[src/rtl/tmds_multi_encoder.sv]
// NUM_CH-lane TMDS encoder: video 8b/10b with running disparity, control, TERC4 and guard-band
// symbols. Stage 1 builds the transition-minimised q_m word; stage 2 picks and registers the symbol.
module tmds_multi_encoder #(
    parameter int NUM_CH = 3,
    parameter int DISP_W = 5
) (
    input  logic                  clklow,
    input  logic                  reset,
    input  logic [2:0]            mode,
    input  logic [8*NUM_CH-1:0]   pix_data,
    input  logic [2*NUM_CH-1:0]   ctrl,
    input  logic [4*NUM_CH-1:0]   aux_data,
    output logic [10*NUM_CH-1:0]  q_out,
    output logic                  q_valid
);

    localparam logic [2:0] MODE_CTRL   = 3'd0;
    localparam logic [2:0] MODE_VIDEO  = 3'd1;
    localparam logic [2:0] MODE_DATA   = 3'd2;
    localparam logic [2:0] MODE_VGUARD = 3'd3;
    localparam logic [2:0] MODE_DGUARD = 3'd4;

    localparam logic [9:0] GUARD_EVEN = 10'b1011001100;
    localparam logic [9:0] GUARD_ODD  = 10'b0100110011;

    function automatic logic [3:0] popcount8(input logic [7:0] v);
        logic [3:0] n;
        n = 4'd0;
        for (int i = 0; i < 8; i++) begin
            n = n + 4'(v[i]);
        end
        return n;
    endfunction

    function automatic logic [9:0] terc4(input logic [3:0] a);
        logic [9:0] s;
        case (a)
            4'h0: s = 10'b1010011100;
            4'h1: s = 10'b1001100011;
            4'h2: s = 10'b1011100100;
            4'h3: s = 10'b1011100010;
            4'h4: s = 10'b0101110001;
            4'h5: s = 10'b0100011110;
            4'h6: s = 10'b0110001110;
            4'h7: s = 10'b0100111100;
            4'h8: s = 10'b1011001100;
            4'h9: s = 10'b0100111001;
            4'hA: s = 10'b0110011100;
            4'hB: s = 10'b1011000110;
            4'hC: s = 10'b1010001110;
            4'hD: s = 10'b1001110001;
            4'hE: s = 10'b0101100011;
            default: s = 10'b1011000011;
        endcase
        return s;
    endfunction

    function automatic logic [9:0] ctrl_sym(input logic [1:0] c);
        logic [9:0] s;
        case (c)
            2'b00: s = 10'b1101010100;
            2'b01: s = 10'b0010101011;
            2'b10: s = 10'b0101010100;
            default: s = 10'b1010101011;
        endcase
        return s;
    endfunction

    // Shared stage-1 state: every lane is in the same mode on a given symbol
    logic [2:0] mode_reg;
    logic       valid1_reg;
    logic       valid2_reg;

    always_ff @(posedge clklow) begin
        if (reset) begin
            mode_reg   <= MODE_CTRL;
            valid1_reg <= 1'b0;
            valid2_reg <= 1'b0;
        end else begin
            mode_reg   <= mode;
            valid1_reg <= 1'b1;
            valid2_reg <= valid1_reg;
        end
    end

    assign q_valid = valid2_reg;

    genvar gi;
    generate
        for (gi = 0; gi < NUM_CH; gi++) begin : g_lane
            localparam logic [9:0] VGUARD_SYM = ((gi % 2) == 0) ? GUARD_EVEN : GUARD_ODD;

            logic [7:0] d;
            logic [3:0] n1;
            logic       use_xnor;
            logic [8:0] qm_next;
            logic [8:0] qm_reg;
            logic [1:0] ctrl_reg;
            logic [3:0] aux_reg;

            assign d = pix_data[8*gi +: 8];

            always_comb begin
                n1         = popcount8(d);
                use_xnor   = (n1 > 4'd4) || ((n1 == 4'd4) && !d[0]);
                qm_next    = 9'd0;
                qm_next[0] = d[0];
                for (int i = 1; i < 8; i++) begin
                    qm_next[i] = use_xnor ? ~(qm_next[i-1] ^ d[i]) : (qm_next[i-1] ^ d[i]);
                end
                qm_next[8] = ~use_xnor;
            end

            always_ff @(posedge clklow) begin
                if (reset) begin
                    qm_reg   <= 9'd0;
                    ctrl_reg <= 2'd0;
                    aux_reg  <= 4'd0;
                end else begin
                    qm_reg   <= qm_next;
                    ctrl_reg <= ctrl[2*gi +: 2];
                    aux_reg  <= aux_data[4*gi +: 4];
                end
            end

            logic [3:0]               ones;
            logic signed [DISP_W-1:0] n1_s;
            logic signed [DISP_W-1:0] n0_s;
            logic signed [DISP_W-1:0] bal;
            logic signed [DISP_W-1:0] two_q8;
            logic signed [DISP_W-1:0] two_nq8;
            logic signed [DISP_W-1:0] cnt_reg;
            logic signed [DISP_W-1:0] cnt_next;
            logic [9:0]               vid_sym;
            logic signed [DISP_W-1:0] vid_cnt;
            logic [9:0]               sym_next;
            logic [9:0]               sym_reg;

            always_comb begin
                ones    = popcount8(qm_reg[7:0]);
                n1_s    = DISP_W'(ones);
                n0_s    = DISP_W'(4'd8 - ones);
                bal     = n1_s - n0_s;
                two_q8  = qm_reg[8] ? DISP_W'(2) : DISP_W'(0);
                two_nq8 = qm_reg[8] ? DISP_W'(0) : DISP_W'(2);
                if ((cnt_reg == 0) || (bal == 0)) begin
                    vid_sym = {~qm_reg[8], qm_reg[8], qm_reg[8] ? qm_reg[7:0] : ~qm_reg[7:0]};
                    vid_cnt = qm_reg[8] ? (cnt_reg + bal) : (cnt_reg - bal);
                end else if (((cnt_reg > 0) && (bal > 0)) || ((cnt_reg < 0) && (bal < 0))) begin
                    vid_sym = {1'b1, qm_reg[8], ~qm_reg[7:0]};
                    vid_cnt = cnt_reg + two_q8 - bal;
                end else begin
                    vid_sym = {1'b0, qm_reg[8], qm_reg[7:0]};
                    vid_cnt = cnt_reg + bal - two_nq8;
                end
            end

            // Any non-video symbol zeroes the disparity so each video period starts balanced
            always_comb begin
                sym_next = 10'd0;
                cnt_next = '0;
                if (valid1_reg) begin
                    case (mode_reg)
                        MODE_CTRL:   sym_next = ctrl_sym(ctrl_reg);
                        MODE_VIDEO: begin
                            sym_next = vid_sym;
                            cnt_next = vid_cnt;
                        end
                        MODE_DATA:   sym_next = terc4(aux_reg);
                        MODE_VGUARD: sym_next = VGUARD_SYM;
                        MODE_DGUARD: sym_next = (gi == 0) ? terc4({2'b11, ctrl_reg}) : GUARD_ODD;
                        default:     sym_next = 10'd0;
                    endcase
                end
            end

            always_ff @(posedge clklow) begin
                if (reset) begin
                    sym_reg <= 10'd0;
                    cnt_reg <= '0;
                end else begin
                    sym_reg <= sym_next;
                    cnt_reg <= cnt_next;
                end
            end

            assign q_out[10*gi +: 10] = sym_reg;
        end
    endgenerate

endmodule

[config.mk]
export PLATFORM = sky130hd
export DESIGN_NAME = tmds_multi_encoder
export DESIGN_NICKNAME = d
export VERILOG_FILES = /design/src/rtl/tmds_multi_encoder.sv
export SDC_FILE = /design/constraint.sdc
export NUM_CORES = 1
export LEC_CHECK = 0
export CAP_MARGIN = 10
export CORE_MARGIN = 2
export CORE_UTILIZATION = 55
export CTS_BUF_LIST = sky130_fd_sc_hd__clkbuf_4
export DETAILED_ROUTE_END_ITERATION = 16
export PLACE_DENSITY = 0.77
export SLEW_MARGIN = 40
export SYNTH_ARGS = -nofsm -noshare
export SYNTH_HDL_FRONTEND = slang
export SYNTH_SLANG_ARGS = --single-unit
[constraint.sdc]
create_clock -name clklow -period 10.75 [get_ports clklow]
set_clock_uncertainty 0.05 [all_clocks]
set_input_delay 2.15 -clock clklow [delete_from_list [all_inputs] [get_ports clklow]]
set_output_delay 2.15 -clock clklow [all_outputs]
set_load 0.02 [all_outputs]
* Yosys cells after proc, flatten, opt, wreduce, memory -nomap -nowiden
Memory sizes are Yosys's and may differ from the RTL's. A register that Yosys moved wholly into a read port is not among the register bits.
Cells that the tools add are included.
** Storage, ports and cells
- Register bits :: 83
- ROM bits :: 480
- Output and inout bits :: 31
- Logic and storage cells :: 252
- Memories :: 3
** Cells by class
- Add/sub/neg operators :: 63
- $lt $le $gt $ge :: 15
- Equality and inequality tests :: 13
- Muxes and demuxes :: 56
- Bitwise gates (word level) :: 53
- Reduce and logical (&&, ||, !) cells :: 34
** Memories
- (no name shown) :: words 16, width 10, rd ports 1, clocked after memory_dff 1, write ports 0, line 37 : case (a)
- (no name shown) :: words 16, width 10, rd ports 1, clocked after memory_dff 1, write ports 0, line 37
- (no name shown) :: words 16, width 10, rd ports 1, clocked after memory_dff 1, write ports 0, line 37
** Operator list (number)
- $logic_not A32 Y1 :: 6
- $pmux W10 S3 :: 4
- $pmux W10 S5 :: 2
- $add A4 B1 Y4 :: 24
- $mux W10 :: 6
- $mux W5 :: 9
- $sub A5 B5 Y5 :: 9
- $pmux W10 S4 :: 1
- $gt A5 B1 Y1 const B :: 6
- $lt A5 B1 Y1 const B :: 6
- $not A1 Y1 :: 29
- $add A3 B1 Y4 :: 6
- $mux W8 :: 3
- $not A8 Y8 :: 3
- $mux W1 :: 22
- $xor A1 B1 Y1 :: 21
- $add A2 B1 Y3 :: 6
- $add A5 B3 Y5 :: 3
- $add A5 B5 Y5 :: 3
- $sub A4 B4 Y5 const A :: 3
- $sub A5 B3 Y5 :: 3
- $add A1 B1 Y2 :: 6
- $eq A4 B3 Y1 const B :: 3
- $gt A4 B3 Y1 const B :: 3
- 14 further kinds :: 47

* Logic depth before layout (Yosys ltp)
- Word-level depth :: 29
- Depth in mapped cells :: 17

* Worst setup path after synthesis
No wires, ideal clock.
- Path type :: input to register
- From :: input port pix_data[0]
- To :: register g_lane[0].qm_reg[7]
- Library setup time :: 128 ps
- Arrival time :: 5347 ps
- Path slack :: 5226 ps
- Stages :: 13
- Path buffers :: 0
- Path through :: inv_1 -> fa_1 -> fa_1 -> fa_1 -> inv_1 -> ha_1 -> fa_1 -> nor3b_1 -> o21ai_0 -> a21oi_1 -> xnor2_1 -> xnor2_1 -> nor2_1
** On the way
- Word-level cells in the longest chain between the ends :: 29
** Ends and longest elaborated chain
- from (decl) :: line 10 : input logic [8*NUM_CH-1:0] pix_data,
- parallel branches: the longest is 28 deep, another holds $add A3 B1 Y4
- $mux W1 * :: line 109 : qm_next[i] = use_xnor ? ~(qm_next[i-1] ^ d[i]) : (qm_next[i-1] ^ d[i]);
- to (signal assigned) :: line 120 : qm_reg <= qm_next;
- to (decl) :: line 97 : logic [8:0] qm_reg;
Every way passes the cells marked *.
A chain may end at the register's enable or synchronous reset.

* Worst setup path after layout
Ends and elaborated chain as after synthesis.

==> out/summary.txt <==
outcome -> completed
kind of critical path -> in2reg
Post-CTS Setup Inserts -> 0
largest net degree at the start of global routing -> 54
Synth cell types -> 78
Final Cycle Share -> 54.54%
ANT cells -> 0
1st-pass router iterations -> 7
share of cells above drive strength 1 -> 4.797%
Critical path origin -> pix_data[0]
Sink Count -> 110
Port Buffers -> 77
setup ws final -> 4.887 ns
fill count -> 1329
CP Capture Type -> register
clock root cell -> clkbuf_4
crit start category -> input pin
setup_tns -> 0 ns
Chip Width -> 128.9 µm
unrepaired setup endpoints after global routing -> no
Critical R2R Launch -> g_lane[2].qm_reg[0]$_SDFF_PP0_
Register Area -> 2202 µm²
pwr dens -> 271.4 nW/µm²
Max FO, Critical Path -> 5
Tmin final -> 5.863 ns
Mapped Area -> 8582 µm²
post-synthesis async set-or-reset flop share -> 0%
Final Hold Fails -> 0
GP Congestion -> 0.8920
Yosys warnings -> 0
# rows -> 45
depth of the CTS H-tree -> 3
die area -> 16620 µm²
top_reg_cell synth -> dfxtp_1
top-level port count -> 78
Slew Limit Fails -> 0
Seq cells post-synth -> 110
Rel. slew slack -> 48.05%
Placement Cell Area -> 9454 µm²
r2r worst-path depth -> 16
hold buffers post-CTS -> 0
first-pass GRT wire length -> 30.82 mm
Multi-input gate area -> 5714 µm²
sequential share of the synthesized area -> 25.66%
worst slack at placement -> 4.384 ns
commonest non-fill, non-tap cells in the layout -> inv_1, dfxtp_1, nor2_1, ha_1, clkdlybuf4s50_1
Hold WC Path Type -> reg2reg
hold path cells -> 2
post-DP HPWL -> 14.72 mm
Max-cap violations -> 0
Synth Area per Inst -> 8.348 µm²
number of global-route vias before repair -> 6434
CP arrival -> 6.20 ns
Worst-Margin Slew -> 0.7771 ns
Initial Util -> 56.45%
syn_nets -> 1204
Clock Path Buffers -> 2
DRT iter0 DRCs -> 462
Layout area overhead -> 11.94%
Pleak -> 4.110 nW
most common cell after layout, fill and taps aside -> inv_1
post-route antenna net violation count -> 0
Mapped Cells -> 1028
CTS tree -> done
wire per inst -> 14.64 µm
Num CTS Buffers -> 9
initial antenna violation count -> 0
Die Ht -> 128.9 µm
Max VDD drop -> 0.0001341 V
GRT Resource Usage Total -> 22.99%
Max Clk Rate -> 0.1706 GHz
Setup violations, final -> 0
number of synthesized flops with an enable pin -> 0
routed vias -> 7023
mean number of vias per cell -> 5.521
Clock Latency Late Sink -> 0.51 ns
clock edge transition at the registers on the reported setup and hold paths -> 0.17 ns
total gr overflow -> 0
# nets final -> 1255
Core ar. -> 15200 µm²
post-CTS sizing -> 0
Critical Path RT -> 11.09 ns
post-layout instance area -> 9607 µm²
Routed WL -> 18.63 mm
DRC viols -> 0
[worst max-delay path, stage by stage]
cell and delay [ns]:
clkdlybuf4s50_1 0.49, inv_1 0.08, fa_1 0.57, fa_1 0.46
fa_1 0.51, inv_1 0.04, ha_1 0.20, fa_1 0.44
nor3b_1 0.30, o21ai_0 0.12, a21oi_1 0.45, xnor2_1 0.20
xnor2_1 0.14, nor2_1 0.05
[synth_stat cells, types with 9 or more instances]
| library cell | count | area, µm² |
|---|---|---|
| xor2_1 | 16 | 140.1 |
| buf_2 | 9 | 45.04 |
| nor2_1 | 104 | 390.4 |
| nor3_1 | 22 | 110.1 |
| o31ai_1 | 9 | 67.56 |
| clkbuf_1 | 26 | 97.59 |
| a21oi_1 | 50 | 250.2 |
| nand2b_1 | 9 | 56.30 |
| a211oi_1 | 10 | 75.07 |
| a22oi_1 | 10 | 75.07 |
| inv_1 | 131 | 491.7 |
| nor2b_1 | 22 | 137.6 |
| o22ai_1 | 17 | 106.4 |
| fa_1 | 36 | 720.7 |
| xnor2_1 | 55 | 481.7 |
| nand3_1 | 15 | 75.07 |
| o21ai_0 | 55 | 275.3 |
| nand2_1 | 56 | 210.2 |
| a31oi_1 | 19 | 118.9 |
| ha_1 | 93 | 1164 |
| dfxtp_1 | 110 | 2202 |
| o21ai_1 | 12 | 60.06 |
[through the flow]
step,power (mW),cells,hold WS (ns),utilization (%)
5_1_grt,2.889,1272,0.5389,63.19
2_1_floorplan,2.007,1028,0.4074,-
4_1_cts,2.612,1272,0.5060,63.19
6_report,2.607,1272,0.5022,63.19
3_5_place_dp,2.380,1256,0.4726,62.19
3_3_place_gp,2.331,1256,0.4787,62.15
[metal layers]
metal,wire length (µm),up-vias,GRT usage [%]
li1,-,3581,-
met1,8712,3261,31.22
met2,8842,148,38.38
met3,647,33,2.703
met4,422,0,7.417
met5,0,-,0
[final timing paths]
| kind | to | slack [ns] |
|---|---|---|
| hold / removal | g_lane[2].sym_reg[4]$_SDFF_PP0_ | 0.50 |
| hold reg to reg | g_lane[2].sym_reg[4]$_SDFF_PP0_ | 0.50 |
| setup reg to reg | g_lane[2].cnt_reg[4]$_SDFF_PP0_ | 5.79 |
| setup / recovery | g_lane[0].qm_reg[7]$_SDFF_PP0_ | 4.89 |
[power breakdown]
part / total [mW] / switching, mW / leakage [nW] / internal (mW)
combinational: 1.88 / 1.07 / 3.12 / 0.808
sequential: 0.506 / 0.0440 / 0.911 / 0.462
clock: 0.222 / 0.144 / 0.0810 / 0.0780
[area by class of cell]
cell class,count,share of cell area [%]
Clock buffer,10,0.7815
Timing Repair Buffer,82,8.362
Sequential cell,110,22.92
Tap cell,188,2.449
Clock inverter,6,0.8075
Inverter,133,5.197
Multi-Input combinational cell,743,59.48
[cells by family (layout without fill, tap and decap cells)]
group	after synthesis	count (layout)	synth area share, %
AND/OR/NAND/NOR	294	294	17.44
multiplexers	10	10	1.268
XOR/XNOR	75	75	8.223
AO/OA/AOI/OAI	235	235	17.63
buffers and inverters	175	231	7.829
adder cells (fa/ha/maj)	129	129	21.96
flip-flops	110	110	25.66
Power figures use the tool's default switching activity.
==> RTL change: new RTL, same flow settings <==
Make the reset (`reset`) asynchronous in 3 clocked blocks.
--- a/src/rtl/tmds_multi_encoder.sv
+++ b/src/rtl/tmds_multi_encoder.sv
@@ -71,7 +71,7 @@
     logic       valid1_reg;
     logic       valid2_reg;
 
-    always_ff @(posedge clklow) begin
+    always_ff @(posedge clklow or posedge reset) begin
         if (reset) begin
             mode_reg   <= MODE_CTRL;
             valid1_reg <= 1'b0;
@@ -111,7 +111,7 @@
                 qm_next[8] = ~use_xnor;
             end
 
-            always_ff @(posedge clklow) begin
+            always_ff @(posedge clklow or posedge reset) begin
                 if (reset) begin
                     qm_reg   <= 9'd0;
                     ctrl_reg <= 2'd0;
@@ -174,7 +174,7 @@
                 end
             end
 
-            always_ff @(posedge clklow) begin
+            always_ff @(posedge clklow or posedge reset) begin
                 if (reset) begin
                     sym_reg <= 10'd0;
                     cnt_reg <= '0;
Check against the original RTL: differs if reset is asserted again (counterexample within 4 cycles, from zero or initial values and one cycle with reset high); with reset held inactive, the same outputs for 4 cycles.
==> RTL change against the original RTL <==
Sequential cell count down 18. Cell area down 0.91%. Hold slack worse by 0.045 ns. Routed wire length down 1.0%. Die area down 1.6%. Area after synthesis down 1.7%. Register-to-register slack worse by 0.20 ns. Worst setup slack better by 0.11 ns. Highest routed layer unchanged.
Power is left out: the tool's default activity adds up to more than one toggle a clock period on the data nets, which glitch-free logic cannot reach.
==> RTL change: results (changes against the original RTL) <==
** GRT
- The largest net degree at the start of global routing was 71 (+31%).
- The initial antenna violation count is 0 (unchanged).
- Wire length of the first global-routing pass :: 30700 um (-0.47%)
- Overflow left after global routing :: 0 (unchanged)
- Total Routing Usage GR :: 0.234 (+0.00384)
- Number of global-route vias before repair :: 6374 (-0.93%)

** Clock network
- Max clock buf depth :: 2 (unchanged)
- The clock network latency to the later pin of the worst-skew pair was 0.48 ns (-0.03 ns).
- Buffer type at the clock tree root :: clkbuf_4
- The number of gates resized after CTS came to 0 (unchanged).
- Number of H-tree levels :: 3 (unchanged)
- The clock buffer count from CTS was 9 (unchanged).
- Count of buffers added by post-CTS timing repair for setup :: 0 (unchanged)
- Clock transition time at the flip-flop clock pins of the worst setup and hold paths :: 0.16 ns

** Placed design
- The global placer's final weighted congestion came to 0.878 (-1.6%).
- Area after DPL :: 9350 sq um (-1.1%)
- Total of buffers placed on input and output ports :: 77 (unchanged)
- DP HPWL :: 14300 um (-2.8%)
- Placement-stage worst setup slack :: 4.45 ns (+0.0635 ns)

** Synthesis
- Distinct cell type count of the synthesized netlist :: 75 (-3.8%)
- The commonest cells after synthesis are inv_1 (122), dfrtp_1 (92), ha_1 (92).
- Share of synthesized registers carrying an async set or reset :: 1.00 (+1.00)
- The share of synthesized area occupied by flip-flops and latches was 0.273 (+0.0163).
- After synthesis, the cell types taking the most area are dfrtp_1 (27%), ha_1 (14%), fa_1 (8.5%), inv_1 (5.4%), xnor2_1 (3.7%).
- In the synthesized netlist the dominant register cell turns out to be dfrtp_1.
- Warnings, synthesis :: 0 (unchanged)
- Synthesized Nets :: 1115 (-7.4%)

** Critical path
- In this run the critical register-to-register path is launched from g_lane[0].qm_reg[0]$_DFF_PP0_.
- The worst-path maximum fanout came to 5 (unchanged).
- Data arrival time at the worst-slack endpoint :: 6.07 ns (-0.13 ns)
- Endpoint of the lowest-slack register-to-register path :: g_lane[0].cnt_reg[4]$_DFF_PP0_
- The worst-case reg-to-reg path depth is 16 (unchanged).
- The register-to-register setup slack was 5.59 ns (-0.20 ns).

** Hold path
- For hold timing, the worst endpoint is q_valid$_DFF_PP0_.
- The worst hold path cell count is 0 (-2).
- Startpoint of the lowest-slack hold path :: valid1_reg$_DFF_PP0_
- Class of the tightest hold or removal check :: reg2reg

** STA
- The final worst-path cycle share is 0.535 (-0.0105).
- The measured slew at the worst slew-check pin was 0.740 ns (-0.0375 ns).

** Route
- The vias after detailed routing was 6853 (-2.4%).
- DRT iter0 DRCs :: 456 (-1.3%)
- Drt wl/cell :: 15.5 um (+6.2%)
- The number of detailed-routing iterations run before antenna repair is 5 (-2).

** Status
- The flow ran to the end, and the final reports show no timing, DRC or antenna violations.

** Layout
- The register with the most flip-flops in the layout has 30 of them.
- The count of nets after finishing was 1168 (-6.9%).
- Area growth from synthesis to layout :: 12.8%
- The number of inserted diodes came to 0 (unchanged).
- Share of final-layout standard cells stronger than drive strength 1 :: 0.0481 (+0.000126)
- The count of filler cells inserted in the layout came to 1292 (-2.8%).
-- RTL change: cell count changes after synthesis, moves of 16 or more --
cell     before  now
dfrtp_1       0   92
dfxtp_1     110    0
nor2_1      104   45
o21ai_0      55   39
xnor2_1      55   36
-- RTL change: per-layer routing --
metal	GRT usage	wire length, um
met5	0	0
met4	0.0472	213
met3	0.0492	826
met2	0.372	8600
met1	0.333	8800
-- RTL change: final cells by class --
cell class,count,area share
multi-input cells,683,0.579
clock inverters,7,0.0110
inverters,122,0.0484
clock buffers,9,0.00710
well taps,188,0.0247
repair buffers,85,0.0877
flip-flops and latches,92,0.242
-- RTL change: worst max path at each step --
stage                                          endpoint   startpoint  depth (start not counted)
final                     g_lane[0].qm_reg[7]$_DFF_PP0_  pix_data[0]                         13
after global routing      g_lane[0].qm_reg[7]$_DFF_PP0_  pix_data[0]                         13
after CTS                 g_lane[0].qm_reg[7]$_DFF_PP0_  pix_data[0]                         13
after detailed placement  g_lane[0].qm_reg[7]$_DFF_PP0_  pix_data[0]                         13
after global placement    g_lane[0].qm_reg[7]$_DFF_PP0_  pix_data[0]                         13
after floorplan           g_lane[1].qm_reg[5]$_DFF_PP0_  pix_data[8]                         12
-- RTL change: logic make-up (layout without fill, tap and decap cells) --
group / Yosys count / in the layout / share of synthesized area
buffers and inverters: 165 / 223 / 0.0753
AND/OR/NAND/NOR: 264 / 264 / 0.174
AO/OA/AOI/OAI: 222 / 222 / 0.183
multiplexers: 6 / 6 / 0.00727
adder cells (fa/ha/maj): 128 / 128 / 0.222
other: 1 / 1 / 0.000444
flip-flops: 92 / 92 / 0.273
XOR/XNOR: 62 / 62 / 0.0644
-- RTL change: stage by stage --
step	hold slack, ns	cells
6_report	0.457	1186
5_1_grt	0.479	1186
4_1_cts	0.452	1186
3_5_place_dp	0.417	1170
3_3_place_gp	0.411	1170
2_1_floorplan	0.353	940
-- RTL change: critical path: stages --
cell and delay, ns:
clkdlybuf4s50_1 0.54, inv_1 0.10, fa_1 0.55, fa_1 0.44
fa_1 0.51, inv_1 0.05, ha_1 0.20, fa_1 0.44
nor3_1 0.24, o21ai_0 0.11, a21oi_1 0.47, xnor2_1 0.15
xnor2_1 0.14
